**src/rtl/regfile_writeback_queue.sv**
```systemverilog
// Write-back queue in front of the 32x32 register file: buffers results, drains one write
// per granted cycle in push order, and forwards the youngest pending value to both read ports.
module regfile_writeback_queue #(
  parameter int DEPTH  = 4,
  parameter int DATA_W = 32,
  parameter int ADDR_W = 5
) (
  input  logic                       clk,
  input  logic                       reset_n,
  input  logic                       flush,
  input  logic                       in_valid,
  output logic                       in_ready,
  input  logic [ADDR_W-1:0]          in_rd,
  input  logic [DATA_W-1:0]          in_data,
  input  logic                       wb_grant,
  output logic                       wb_we,
  output logic [ADDR_W-1:0]          wb_addr,
  output logic [DATA_W-1:0]          wb_data,
  input  logic [ADDR_W-1:0]          lookup_reg1,
  input  logic [ADDR_W-1:0]          lookup_reg2,
  output logic                       fwd_hit1,
  output logic [DATA_W-1:0]          fwd_data1,
  output logic                       fwd_hit2,
  output logic [DATA_W-1:0]          fwd_data2,
  output logic [$clog2(DEPTH+1)-1:0] count,
  output logic                       empty,
  output logic                       full
);

  localparam int PTR_W = $clog2(DEPTH);
  localparam int CNT_W = $clog2(DEPTH+1);

  logic [DEPTH-1:0]  ent_valid;
  logic [ADDR_W-1:0] ent_rd   [DEPTH];
  logic [DATA_W-1:0] ent_data [DEPTH];
  logic [PTR_W-1:0]  wr_ptr;
  logic [PTR_W-1:0]  rd_ptr;

  logic push;
  logic enq;
  logic pop;

  assign full     = (count == CNT_W'(DEPTH));
  assign empty    = (count == '0);
  assign in_ready = !full;

  // A handshake to x0 completes but never occupies an entry.
  assign push = in_valid && in_ready && !flush;
  assign enq  = push && (in_rd != '0);

  assign wb_we   = !empty && wb_grant && !flush;
  assign pop     = wb_we;
  assign wb_addr = empty ? '0 : ent_rd[rd_ptr];
  assign wb_data = empty ? '0 : ent_data[rd_ptr];

  always_ff @(posedge clk or negedge reset_n) begin
    if (!reset_n) begin
      wr_ptr    <= '0;
      rd_ptr    <= '0;
      count     <= '0;
      ent_valid <= '0;
    end else if (flush) begin
      wr_ptr    <= '0;
      rd_ptr    <= '0;
      count     <= '0;
      ent_valid <= '0;
    end else begin
      if (pop) begin
        ent_valid[rd_ptr] <= 1'b0;
        rd_ptr            <= rd_ptr + 1'b1;
      end
      if (enq) begin
        ent_valid[wr_ptr] <= 1'b1;
        wr_ptr            <= wr_ptr + 1'b1;
      end
      if (enq && !pop) begin
        count <= count + 1'b1;
      end else if (pop && !enq) begin
        count <= count - 1'b1;
      end
    end
  end

  always_ff @(posedge clk) begin
    if (enq) begin
      ent_rd[wr_ptr]   <= in_rd;
      ent_data[wr_ptr] <= in_data;
    end
  end

  // Walk oldest to youngest so the last match (youngest) wins.
  always_comb begin
    fwd_hit1  = 1'b0;
    fwd_data1 = '0;
    fwd_hit2  = 1'b0;
    fwd_data2 = '0;
    for (int i = 0; i < DEPTH; i++) begin
      if (ent_valid[rd_ptr + PTR_W'(i)] && (lookup_reg1 != '0) &&
          (ent_rd[rd_ptr + PTR_W'(i)] == lookup_reg1)) begin
        fwd_hit1  = 1'b1;
        fwd_data1 = ent_data[rd_ptr + PTR_W'(i)];
      end
      if (ent_valid[rd_ptr + PTR_W'(i)] && (lookup_reg2 != '0) &&
          (ent_rd[rd_ptr + PTR_W'(i)] == lookup_reg2)) begin
        fwd_hit2  = 1'b1;
        fwd_data2 = ent_data[rd_ptr + PTR_W'(i)];
      end
    end
  end

endmodule

```
**config.mk**
```make
export PLATFORM = sky130hd
export DESIGN_NAME = regfile_writeback_queue
export DESIGN_NICKNAME = d
export VERILOG_FILES = /design/src/rtl/regfile_writeback_queue.sv
export SDC_FILE = /design/constraint.sdc
export NUM_CORES = 1
export LEC_CHECK = 0
export ABC_CLOCK_PERIOD_IN_PS = 4510
export BUFFER_PORTS_ARGS = -buffer_cell sky130_fd_sc_hd__buf_2
export CAP_MARGIN = 25
export CORE_MARGIN = 2
export CORE_UTILIZATION = 39
export DETAILED_ROUTE_END_ITERATION = 8
export HOLD_SLACK_MARGIN = 0.15
export SKIP_CTS_REPAIR_TIMING = 1
export SYNTH_ARGS = -nofsm -noshare
export SYNTH_HDL_FRONTEND = slang
export SYNTH_SLANG_ARGS = --single-unit
export TNS_END_PERCENT = 100
```
**constraint.sdc**
```tcl
create_clock -name clk -period 4.51 [get_ports clk]
set_input_delay 0.2255 -clock clk [delete_from_list [all_inputs] [get_ports clk]]
set_output_delay 0.2255 -clock clk [all_outputs]
set_load 0.05 [all_outputs]
```
Word level (Yosys, flattened, before mapping)
Memory sizes are Yosys's and may differ from the RTL's.
Index checks and enable logic that the tools add are counted.

word-level totals
  register bits after elaboration = 11
  bits in latches = 0
  RAM bits = 148
  ROM bits = 0
  input bits = 52
  output and inout bits = 110
  word-level logic and storage cells = 111
  memories = 2

operators by class
  add/sub/neg operators = 6
  $mul = 0
  divide/modulo/power cells = 0
  $lt $le $gt $ge = 7
  equality and inequality tests = 9
  shifts and indexed selects = 0
  muxes and demuxes = 43
  bitwise operators = 3
  reduce and logical (&&, ||, !) cells = 37

memory list
  name      depth  width  read ports  clocked after Yosys merged registers in  wr ports  line  source
  ent_data  4      32     4           0                                        1         35    logic [DATA_W-1:0] ent_data [DEPTH];
  ent_rd    4      5      4           0                                        1         34    logic [ADDR_W-1:0] ent_rd [DEPTH];

operators with widths
  operator             number
  $mux 32              9
  $eq 5x5->1           8
  $logic_and 1x1->1    25
  $mux 1               16
  $mux 4               4
  $lt 2x3->1 const B   5
  $reduce_bool 5->1    3
  $mux 3               3
  $bmux 1 s2           4
  $mux 2               4
  $logic_not 1->1      5
  $mux 5               1
  $add 2x1->2 const B  2
  $add 2x2->2 const B  2
  $and 4x4->4          1
  $demux 1 s2          2
  $ge 2x1->1 const B   2
  $not 4->4            1
  $or 4x4->4           1
  $reduce_bool 2->1    2
  $add 3x1->3 const B  1
  $eq 3x3->1 const B   1
  $logic_not 3->1      1
  $reduce_bool 3->1    1
  $sub 3x1->3 const B  1

Depth between registers and ports, before layout
  word-level depth = 11
  mapped depth = 16

Worst setup path before layout
OpenSTA, ideal clock, no wires.

  kind = flip-flop to output port
  start = register rd_ptr[0]
  end = output port fwd_data1[0]
  arrival = 4.431 ns
  required time = 4.285 ns
  slack = -0.146 ns
  cell stages (with the launch flop) = 16
  buffers on the path = 7
  cell sequence = dfrtp_1 buf_6 buf_6 buf_2 buf_1 inv_1 ha_1 buf_6 buf_6 mux4_2 xnor2_1 nand4_1 nor2_4 buf_2 nand3b_1 a211oi_1

between the ends
  cells in the longest elaborated chain, start to end = 8

RTL lines
  what                                                                 line  source
  start: declaration                                                   37    logic [PTR_W-1:0] rd_ptr;
  start signal: assignment                                             70    rd_ptr <= rd_ptr + 1'b1;
  parallel branches: the longest is 7 deep, another holds $mem_v2 4x5  --
  $mux 32 *                                                            98    if (ent_valid[rd_ptr + PTR_W'(i)] && (lookup_reg1 != '0) &&
  end: declaration                                                     22    output logic [DATA_W-1:0] fwd_data1,

Every way passes the cells marked *. The select of a mux whose other input is x is not followed.

Worst setup path in the final report
  start = register rd_ptr[0]
  end = output port fwd_data1[18]

Same word-level chain as after synthesis.

==> results.py <==
metrics = {
    "final_layout": {
        "drive_gt1_share_pct": 34.89,
        "multiInputGateArea_um2": 6148,
        "n_fill_cell": 2638,
        "synthToLayoutAreaGrowth_pct": 18.42,
        "final-seq-area_um2": 4725,
        "instances_no_fill": 1458,
        "nets": 1120,
    },
    "pwr": {
        "seqPwrFrac_pct": 23.6,
        "combPwrFrac_pct": 58.8,
        "p_leak_nw": 4.592,
        "pwr_density_cell_nw_per_um2": 564.6,
        "peakVddDrop_mv": 0.4556,
        "swShare_pct": 46.13,
        "p_sw_mw": 3.477,
        "pwr-share-clk_pct": 17.6,
        "intPower_mw": 4.061,
    },
    "routing": {
        "initialDrtViolationCount": 662,
        "via_count": 8512,
        "antenna_left": 0,
        "wl_met2_um": 15100,
        "drc": 0,
        "wire_per_inst_um": 21.34,
        "routed.top_layer": "met4",
        "postRouteWirelength_um": 31120,
        "via_per_inst": 5.838,
        "drt-pass1-iter-count": 5,
        "routed-wl-met3_um": 1934,
        "wl_met1_um": 13630,
    },
    "hold_path": {
        "min_path_type": "primary input to register",
        "worstHoldStart": "flush",
    },
    "floorplan": {
        "dieWidth_um": 174.0,
        "ios": 162,
        "start_util_pct": 39.49,
        "coreArea_um2": 28550,
        "die_area_um2": 30280,
        "placementRows": 62,
        "die_height_um": 174.0,
    },
    "clock_tree": {
        "cts_tree": "yes",
        "clock-sinks": 159,
        "cts_buffers": 17,
        "cts_root_buf": "clkbuf_16",
        "cts.path.max_buffers": 2,
        "insertion_delay_ns": 0.42,
        "htreeDepth": 4,
        "clkSlewWorstSetupHoldPaths_ns": 0.07,
    },
    "synth": {
        "synth_area_leaders": "edfxtp_1, mux4_2, mux2i_1",
        "async_flop_share_pct": 6.918,
        "synth_commonest_cells": "edfxtp_1, mux4_2, nand2_1",
        "ys_seq_area_share_pct": 41.86,
        "synth.net_count": 966,
        "yosys.area.top_type": "edfxtp_1",
        "synth_top_area_share_pct": 39.42,
        "synth_edf_count": 148,
        "syn_area_per_cell_um2": 12.46,
        "ys.flop_type": "edfxtp_1",
        "synthCells": 905,
        "yosysUniqueCellTypes": 52,
        "ys_warn_count": 0,
        "syn_area_um2": 11270,
        "yosysMostFrequentCell": "edfxtp_1",
        "ys_ff_latch": 159,
    },
    "sta": {
        "period_needed_ns": 4.204,
        "rsz0062_at_grt": "false",
        "clock.fmax_mhz": 237.9,
        "tns_ns": 0,
        "setup_viol": 0,
        "maxSlewHeadroom_pct": 32.47,
        "fin_crit_sh_pct": 93.22,
        "finalHoldViolations": 0,
        "fin_skew_ns": 0.009692,
        "worst_slew_pin_slew_ns": 1.013,
        "slew_viol_final": 0,
    },
    "worst_setup_path": {
        "crit_path_start_kind": "register",
        "critPathKind": "register to primary output",
        "cp.required_ns": 4.28,
        "worstPathArrival_ns": 3.98,
        "path_max_fanout": 35,
        "path_common_cell": "buf_4",
        "critPathCaptureType": "primary output",
        "r2r_start": "count[1]$_DFFE_PN0P_",
        "crit_start": "rd_ptr[0]$_DFFE_PN0P_",
        "path_cells": "buf_4, mux4_2, xnor2_1, nand4_1, or2_1, nand2_2, buf_4, o221ai_1, buf_2",
        "slowest_delay_ns": 0.62,
        "worst_path_max_delay_cell": "mux4_2",
    },
    "placement": {
        "hpwlAfterDp_um": 20970,
        "dp_cells": 1386,
        "port_buffers": 161,
        "gp_congestion": 0.8568,
    },
    "global_routing": {
        "groute.usage.overall_pct": 20.49,
        "grt_pass1_wl_um": 48270,
        "grt_pass1_vias": 8342,
        "antenna_found_initial": 3,
        "overflow": 0,
        "grt_max_degree": 76,
    },
    "run": {
        "maxCapViolations": 0,
    },
    "run_status": {
        "status": "completed",
    },
}
[stage by stage]
step                utilization [%]  hold slack [ns]  setup slack [ns]  cell area (µm²)  power, mW
finish                        46.77           0.1496            0.3060            13350      7.538
detailed placement            43.49           0.1281            0.7351            12420      6.217
CTS                           45.42          -0.3286            0.2706            12960      7.549
floorplan                         -         -0.07009           0.01429            11280      5.361
global route                  46.76           0.1694            0.1329            13350      7.939
global placement              43.49           0.1211            0.8205            12420      6.181
[worst max-delay path, delay by kind of cell, from the launching register on]
family	cells	cell delay, ns
AND/OR/NAND/NOR	3	1.14
buffers and inverters	3	1.06
multiplexers	1	0.62
flip-flops	1	0.40
XOR/XNOR	1	0.17
AO/OA/AOI/OAI	1	0.14
[path summary, 6_finish.rpt]
check | endpoint | slack (ns) | cells after the start
worst max-delay path | fwd_data1[18] | 0.31 | 9
worst min-delay path | count[0]$_DFFE_PN0P_ | 0.15 | 2
worst max register to register | count[2]$_DFFE_PN0P_ | 1.95 | 6
worst min register to register | count[2]$_DFFE_PN0P_ | 0.57 | 1
max in group asynchronous | rd_ptr[0]$_DFFE_PN0P_ | 4.05 | 2
min in group asynchronous | count[0]$_DFFE_PN0P_ | 0.21 | 2
[cells in the final DEF (no fill, tap or decap), types with 3 or more instances in the layout]
cell,Yosys,routed
mux2_2,27,27
nor2_4,1,4
buf_12,0,4
o21ai_0,27,27
o221ai_2,10,10
nand3_1,7,7
and2_2,0,5
xor2_1,4,4
dlygate4sd3_1,0,38
nor2b_1,37,37
nor3_1,10,9
o221ai_1,19,19
nor2_1,53,52
ha_1,8,7
mux4_2,92,92
clkinv_4,0,5
clkbuf_16,0,17
nand2_1,83,82
a211oi_2,1,3
xnor2_1,39,39
nand4_1,6,6
a211oi_1,7,5
edfxtp_1,148,148
a22o_1,29,29
a21oi_1,62,62
dfrtp_1,11,9
inv_1,6,6
buf_4,6,20
a221o_1,27,27
mux2i_1,67,67
buf_2,16,161
inv_6,0,7
[power by group through the flow]
stage	registers (mW)	logic [mW]	clock network (mW)
4_1_cts	1.78	4.42	1.35
3_5_place_dp	1.81	4.41	0
2_1_floorplan	1.84	3.53	0
3_3_place_gp	1.81	4.37	0
5_1_grt	1.79	4.74	1.41
6_report	1.78	4.43	1.33
[sequential cells by signal, summed over array words and instances, names as in the netlist]
name / cells
ent_data: 128
ent_rd: 20
ent_valid: 4
count: 3
rd_ptr: 2
wr_ptr: 2
[routing by layer]
metal / vias up / GRT usage (%)
met2: 294 / 33.98
li1: 3888 / -
met5: - / 0
met3: 31 / 3.828
met4: 0 / 5.637
met1: 4299 / 27.65
[kinds of logic (layout without fill, tap and decap cells)]
group | count (synthesis) | after routing | share of synthesized area [%]
buffers and inverters | 95 | 262 | 4.206
flip-flops | 159 | 159 | 41.86
adder cells (fa/ha/maj) | 9 | 9 | 1.066
multiplexers | 186 | 186 | 27.03
AO/OA/AOI/OAI | 193 | 193 | 13.16
AND/OR/NAND/NOR | 220 | 220 | 9.334
other | 0 | 2 | 0
XOR/XNOR | 43 | 43 | 3.341
[layout make-up]
| cell class | instances | share of cell area (%) |
|---|---|---|
| Clock inverter | 15 | 0.9278 |
| Antenna cell | 2 | 0.03749 |
| Clock buffer | 17 | 3.187 |
| Sequential cell | 159 | 35.39 |
| Timing Repair Buffer | 223 | 10.61 |
| Inverter | 7 | 0.1968 |
| Tap cell | 384 | 3.599 |
| Multi-Input combinational cell | 651 | 46.05 |
(Power assumes the default switching activity.)
